File: src/rtl/dmem_access_ctrl.sv
// Load/store initiator for a word-organised data memory with registered read.
// Handles sub-word extraction, sign extension and read-modify-write stores.
module dmem_access_ctrl #(
  parameter int DATA_WIDTH = 32,
  parameter int ADDR_WIDTH = 10
) (
  input  logic                  clk,
  input  logic                  rst,
  input  logic                  req_valid,
  output logic                  req_ready,
  input  logic                  req_we,
  input  logic [1:0]            req_size,
  input  logic                  req_signed,
  input  logic [31:0]           req_addr,
  input  logic [31:0]           req_wdata,
  output logic                  rsp_valid,
  output logic [31:0]           rsp_rdata,
  output logic                  rsp_err,
  output logic [ADDR_WIDTH-1:0] mem_addr,
  output logic [DATA_WIDTH-1:0] mem_din,
  output logic                  mem_wr_rd,
  input  logic [DATA_WIDTH-1:0] mem_dout
);

  typedef enum logic [2:0] {
    S_IDLE,
    S_RD_ADDR,
    S_RD_DATA,
    S_WR,
    S_RESP
  } state_t;

  localparam logic [1:0] SZ_BYTE = 2'b00;
  localparam logic [1:0] SZ_HALF = 2'b01;
  localparam logic [1:0] SZ_WORD = 2'b10;
  localparam logic [1:0] SZ_ILL  = 2'b11;

  state_t                  state_q;
  logic                    ready_q;
  logic                    we_q;
  logic [1:0]              size_q;
  logic                    signed_q;
  logic [1:0]              off_q;
  logic [15:0]             wdata_q;
  logic                    rsp_valid_q;
  logic [31:0]             rsp_rdata_q;
  logic                    rsp_err_q;
  logic [ADDR_WIDTH-1:0]   mem_addr_q;
  logic [DATA_WIDTH-1:0]   mem_din_q;
  logic                    wr_rd_q;

  logic        req_err_d;
  logic [7:0]  byte_d;
  logic [15:0] half_d;
  logic [31:0] load_d;
  logic [31:0] merged_d;

  always_comb begin
    req_err_d = 1'b0;
    unique case (1'b1)
      req_size == SZ_ILL:  req_err_d = 1'b1;
      req_size == SZ_WORD: req_err_d = |req_addr[1:0];
      req_size == SZ_HALF: req_err_d = req_addr[0];
      default:             req_err_d = 1'b0;
    endcase
    if (|req_addr[31:ADDR_WIDTH+2])
      req_err_d = 1'b1;
  end

  assign byte_d = mem_dout[{off_q, 3'b000} +: 8];
  assign half_d = off_q[1] ? mem_dout[31:16]
                           : mem_dout[15:0];

  always_comb begin
    load_d = mem_dout;
    unique case (1'b1)
      size_q == SZ_BYTE:
        load_d = {{24{signed_q & byte_d[7]}},
                  byte_d};
      size_q == SZ_HALF:
        load_d = {{16{signed_q & half_d[15]}},
                  half_d};
      default: load_d = mem_dout;
    endcase
  end

  // Only the addressed lane(s) change; the rest keep the word just read.
  always_comb begin
    merged_d = mem_dout;
    unique case (1'b1)
      size_q == SZ_BYTE:
        merged_d[{off_q, 3'b000} +: 8] =
          wdata_q[7:0];
      size_q == SZ_HALF:
        merged_d[{off_q[1], 4'b0000} +: 16] =
          wdata_q;
      default: merged_d = mem_dout;
    endcase
  end

  always_ff @(posedge clk or negedge rst) begin
    if (!rst) begin
      state_q     <= S_IDLE;
      ready_q     <= 1'b1;
      we_q        <= 1'b0;
      size_q      <= SZ_BYTE;
      signed_q    <= 1'b0;
      off_q       <= 2'b00;
      wdata_q     <= '0;
      rsp_valid_q <= 1'b0;
      rsp_rdata_q <= '0;
      rsp_err_q   <= 1'b0;
      mem_addr_q  <= '0;
      mem_din_q   <= '0;
      wr_rd_q     <= 1'b1;
    end else begin
      rsp_valid_q <= 1'b0;
      rsp_rdata_q <= '0;
      rsp_err_q   <= 1'b0;
      wr_rd_q     <= 1'b1;
      unique case (state_q)
        S_IDLE: begin
          if (req_valid && ready_q) begin
            ready_q  <= 1'b0;
            we_q     <= req_we;
            size_q   <= req_size;
            signed_q <= req_signed;
            off_q    <= req_addr[1:0];
            wdata_q  <= req_wdata[15:0];
            if (req_err_d) begin
              state_q     <= S_RESP;
              rsp_valid_q <= 1'b1;
              rsp_err_q   <= 1'b1;
            end else if (req_we &&
                         req_size == SZ_WORD) begin
              state_q    <= S_WR;
              wr_rd_q    <= 1'b0;
              mem_din_q  <= req_wdata;
              mem_addr_q <=
                req_addr[ADDR_WIDTH+1:2];
            end else begin
              state_q    <= S_RD_ADDR;
              mem_addr_q <=
                req_addr[ADDR_WIDTH+1:2];
            end
          end
        end
        S_RD_ADDR: state_q <= S_RD_DATA;
        S_RD_DATA: begin
          if (we_q) begin
            state_q   <= S_WR;
            wr_rd_q   <= 1'b0;
            mem_din_q <= merged_d;
          end else begin
            state_q     <= S_RESP;
            rsp_valid_q <= 1'b1;
            rsp_rdata_q <= load_d;
          end
        end
        S_WR: begin
          state_q     <= S_RESP;
          rsp_valid_q <= 1'b1;
        end
        S_RESP: begin
          state_q <= S_IDLE;
          ready_q <= 1'b1;
        end
        default: begin
          state_q <= S_IDLE;
          ready_q <= 1'b1;
        end
      endcase
    end
  end

  assign req_ready = ready_q;
  assign rsp_valid = rsp_valid_q;
  assign rsp_rdata = rsp_rdata_q;
  assign rsp_err   = rsp_err_q;
  assign mem_addr  = mem_addr_q;
  assign mem_din   = mem_din_q;
  assign mem_wr_rd = wr_rd_q;

endmodule

File: config.mk
export PLATFORM = sky130hd
export DESIGN_NAME = dmem_access_ctrl
export DESIGN_NICKNAME = d
export VERILOG_FILES = /design/src/rtl/dmem_access_ctrl.sv
export SDC_FILE = /design/constraint.sdc
export NUM_CORES = 1
export LEC_CHECK = 0
export ABC_CLOCK_PERIOD_IN_PS = 4800
export BUFFER_PORTS_ARGS = -buffer_cell sky130_fd_sc_hd__buf_2
export CAP_MARGIN = 30
export CORE_AREA = 2 2 104 106
export CTS_BUF_LIST = sky130_fd_sc_hd__clkbuf_8
export DETAILED_ROUTE_END_ITERATION = 12
export DIE_AREA = 0 0 106 108
export PLACE_DENSITY_LB_ADDON = 0.12
export SYNTH_ARGS = -nofsm -noshare
export SYNTH_HDL_FRONTEND = slang
export SYNTH_SLANG_ARGS = --single-unit
File: constraint.sdc
create_clock -name clk -period 4.8 [get_ports clk]
set_input_delay 0.96 -clock clk [delete_from_list [all_inputs] [get_ports clk]]
set_output_delay 0.96 -clock clk [all_outputs]
set_load 0.02 [all_outputs]
* Word-level counts from Yosys, hierarchy flattened
Cells that the tools add are included.
W data, S select, Z words.
** Cells by class
- Shifts and indexed selects :: 5
- Add/subtract/negate cells :: 2
- Reduce and logical (&&, ||, !) cells :: 12
- Multiplexer cells :: 30
- Bitwise gates (word level) :: 4
- Equal/unequal tests :: 11
** Operator list (count)
- $mux W32 :: 6
- $pmux W32 S2 :: 3
- $bwmux W32 :: 2
- $shift A16 B7 Y32 const A :: 1
- $shift A8 B7 Y32 const A :: 1
- $shiftx A16 B7 Y32 :: 1
- $shiftx A32 B6 Y8 :: 1
- $shiftx A8 B7 Y32 :: 1
- $reduce_or A20 Y1 :: 1
- $mux W16 :: 1
- $neg A5 Y7 :: 2
- $pmux W3 S4 :: 1
- $mux W1 :: 9
- $mux W3 :: 3
- $ne A2 B2 Y1 const B :: 4
- $eq A3 B2 Y1 const B :: 2
- $pmux W1 S3 :: 2
- $reduce_and A5 Y1 :: 1
- $eq A2 B1 Y1 const B :: 2
- $eq A2 B2 Y1 const B :: 2
- $pmux W1 S2 :: 2
- $reduce_and A2 Y1 :: 2
- $eq A3 B1 Y1 const B :: 1
- $logic_not A3 Y1 :: 1
- 9 further kinds :: 12
** Word-level totals
- Output and inout port bits :: 78
- Word-level logic and storage cells :: 77
- Register bits :: 103
- Bits of input ports :: 103

* Longest topological paths before layout
- Depth in word-level cells :: 6
- Mapped depth :: 10
- Gate-level depth less buffers :: 7

* Worst setup path after synthesis
No wires, ideal clock.
- Path kind :: input port to flip-flop
- From :: input req_addr[12]
- To :: register mem_din_q[0] (netlist: mem_din[0])
- Data required time :: 4.675 ns
- Arrival time :: 2.643 ns
- Buffers on the path :: 2
- Setup slack :: 2.032 ns
- Setup time :: 0.125 ns
- Stages on the path :: 7
- Path through :: nor4_1 -> o211ai_1 -> or4_4 -> o2bb2a_4 -> buf_6 -> buf_6 -> mux2_4
** On the way
- Cells in the longest elaborated chain, start to end :: 4
** Ends and longest elaborated chain
- from (decl) :: line 14 : input logic [31:0] req_addr,
- $reduce_or A20 Y1 :: line 66 : if (|req_addr[31:ADDR_WIDTH+2])
- $mux W1 :: line 66
- $ne A2 B2 Y1 (no line)
- $reduce_and A5 Y1 (no line)
- to (signal assigned) :: line 138 : mem_din_q <= req_wdata;
- to (signal assigned) :: line 153 : mem_din_q <= merged_d;
- to (decl) :: line 49 : logic [DATA_WIDTH-1:0] mem_din_q;
Every way passes these cells.
A chain may end at the register's enable or synchronous reset.

* Final worst setup path
- From :: register off_q[0]
- To :: register mem_din_q[7] (netlist: mem_din[7])
** On the way
- Cells in the longest elaborated chain, start to end :: 6
- Elaborated cells between the ends (all ways) :: 7
- Those cells by class :: add/sub: 1; shift: 2; mux: 4
** Ends and longest elaborated chain
- from (decl) :: line 43 : logic [1:0] off_q;
- from (signal assigned) :: line 128 : off_q <= req_addr[1:0];
- $neg A5 Y7 (*) :: line 92 : merged_d[{off_q, 3'b000} +: 8] =
- $shiftx A8 B7 Y32 or $shift A8 B7 Y32 (tied branches) :: line 92
- $bwmux W32 (*) :: line 92
- $pmux W32 S2 (*) :: line 90 : unique case (1'b1)
- $mux W32 (*) :: line 150 : if (we_q) begin
- $pmux W32 S2 (*) :: line 121 : unique case (state_q)
Every way passes the cells marked *; elsewhere a longest branch is shown, timed or not. The select of a mux whose other input is x is not followed.

==> impl_metrics.ini <==
[min_path]
min_to = mem_addr[4]$_DFFE_PN0P_
hold_path.class = register to register
hold_depth = 1
hold_start = mem_addr[4]$_DFFE_PN0P_

[synth]
yosysSeqAreaShare_pct = 45.1
yosysTopAreaCell = dfrtp_1
async_flop_share_pct = 100
synth_area_um2 = 5720
yosysWarnings = 0
synth_area_leaders = dfrtp_1 (44%), mux2_4 (7.6%), mux2_2 (6.5%), a22o_1 (5.4%), a21oi_1 (4.7%)
synth_most_common_cell = dfrtp_1
synth_flop_cell = dfrtp_1
synth_top_cell_area_share_pct = 44.2
syn_area_per_cell_um2 = 10.5
synth-seq-cells = 103
synthTopCellsByCount = dfrtp_1 (101), a21oi_1 (54), nor2_1 (54)
synthesis.instances = 546
synth_edf_count = 0
ys_types = 43
syn_nets = 654

[critical_path]
timing.rr.start = off_q[0]$_DFFE_PN0P_
r2r_end = mem_din[7]$_DFFE_PN0P_
crit_path_end_kind = register
r2r_slack_ps = 1950
critical_path_required_ps = 5110
arrival_ps = 3160
crit_type = register to register
cp_max_fo = 15
worstSetupStartpointType = register
rr_worst_depth = 7

[drt]
drtAntennaViolNets = 0
drc_errors = 0
wl_um = 16700
viasPerCell = 6.07
wl_per_cell_um = 19.8
vias = 5107
drtPass1Iterations = 5
drt_iter0_drc = 358

[sta]
period_share_pct = 59.3
finalCriticalPeriod_ps = 2850
slew_viol_final = 0
fin_tns_setup_ps = 0
worstMarginPinSlew_ps = 974
hold_violations = 0
rsz0062_at_grt = false
hold-worst-slack_ps = 507
setup_viol = 0
fmax_mhz = 351
relSlewSlack_pct = 34.8
clock_skew_ps = 14.4

[floorplan]
start_util_pct = 55.9
die_w_um = 106
fp.dieH_um = 108
io_pins = 181
fp-row-count = 37
design.core.area_um2 = 10200
die_area_um2 = 11400

[global_routing]
grt_pass1_vias = 5050
grt_pass1_wl_um = 26400
track_usage_pct = 30.1
grt_max_degree = 76
overflow = 0
antenna_found_initial = 0

[layout]
design_area_um2 = 6880
layout-drive-gt1-share_pct = 40.2
nNetsFinal = 809
antenna_cells = 0
syn_to_final_growth_pct = 20.2

[clocking]
cts_sinks = 103
clk_pin_slew_ps = 100
cts_hold_buf = 0
tritoncts = yes
h-tree-depth = 3
clk_latency_ps = 380
cts_resized = 0
cts_setup_buffers = 0
cts_buffers = 9
cts-root-buf = clkbuf_8
cts.path.max_buffers = 2

[placement]
placed_cell_area_um2 = 6680
port_buffers = 180
dpl.hpwl_um = 12400
place_congestion = 0.968

[status]
status = finished, final reports clean

[pwr]
p_leak_nw = 3.63
power_w = 0.00290
power-per-cell-area_nw_per_um2 = 421
peakVddDrop_mv = 0.235

[job]
cap_violations = 0
## how the worst max path moves through the flow
| stage | from | to | slack [ps] | cells after the start |
|---|---|---|---|---|
| after floorplan | req_addr[12] | mem_din[0]$_DFFE_PN0P_ | 2030 | 7 |
| after global placement | req_addr[12] | mem_din[20]$_DFFE_PN0P_ | 1690 | 6 |
| after detailed placement | req_addr[12] | mem_din[23]$_DFFE_PN0P_ | 1600 | 6 |
| after CTS | req_addr[12] | mem_din[17]$_DFFE_PN0P_ | 1990 | 6 |
| after global routing | req_addr[12] | mem_din[17]$_DFFE_PN0P_ | 1830 | 6 |
| final | off_q[0]$_DFFE_PN0P_ | mem_din[7]$_DFFE_PN0P_ | 1950 | 7 |
## power by group
part,internal (W),switching (W),total (W)
clock network,0.000243,0.000306,0.000549
logic,0.000498,0.000650,0.00115
registers,0.000975,0.000226,0.00120
total,0.00172,0.00118,0.00290
## registers in the layout, indices dropped and copies added (netlist names)
register	flops
req_ready	1
mem_wr_rd	1
signed_q	1
off_q	2
rsp_rdata	32
wdata_q	16
mem_addr	10
size_q	2
we_q	1
mem_din	32
rsp_err	1
rsp_valid	1
state_q	3
## final cells by class
type | instances | area, µm²
fillers | 839 | 3350
well taps | 136 | 170
inverters | 23 | 86.3
flip-flops and latches | 103 | 2580
repair buffers | 189 | 998
multi-input cells | 375 | 2850
clock buffers | 9 | 124
clock inverters | 7 | 72.6
## cells in the final DEF, fill, tap and decap left out, types with 3 or more instances in the layout
cell type,Yosys,final
a21oi_1,54,54
a221oi_1,28,28
a22o_1,35,35
a2bb2oi_1,7,7
and2_1,4,4
and3_1,6,6
buf_2,4,179
buf_4,0,8
clkbuf_8,0,9
dfrtp_1,101,101
ha_1,5,5
inv_1,23,24
mux2_2,33,33
mux2_4,29,29
mux4_2,8,8
nand2_1,35,35
nand3_1,3,3
nor2_1,54,53
nor2b_1,9,9
nor3_1,9,9
nor4_1,6,6
o21ai_0,15,15
o22ai_1,7,7
or2_2,3,3
## per-layer routing
layer  vias up  track usage (%)  part of all wire, %
li1       2308                -                    -
met1      2490             39.8                   42
met2       270             47.8                   47
met3        39             7.17                  8.4
met4         0             13.3                  2.8
met5         -                0                    0
## worst max-delay path: stages, from the launching register on
cell and delay (ps):
dfrtp_1 810, inv_1 250, ha_1 400, nor2_1 450
and3_1 230, o21ai_0 80, a41oi_1 360, mux2_4 210
## per-stage QoR
stage	util [%]	cells	setup WS, ps
6_report	67.2	842	1950
5_1_grt	67.2	842	1830
4_1_cts	67.2	842	1990
3_5_place_dp	65.3	826	1600
3_3_place_gp	64.9	824	1690
2_1_floorplan	-	546	2030
## cells by family (layout without fill, tap and decap cells)
logic type | Yosys count | in the layout | synth area share [%]
AO/OA/AOI/OAI | 160 | 160 | 19.7
AND/OR/NAND/NOR | 139 | 139 | 11.4
adder cells (fa/ha/maj) | 5 | 5 | 1.09
buffers and inverters | 68 | 228 | 5.21
flip-flops | 103 | 103 | 45.1
multiplexers | 71 | 71 | 17.4
(Power assumes the default switching activity.)
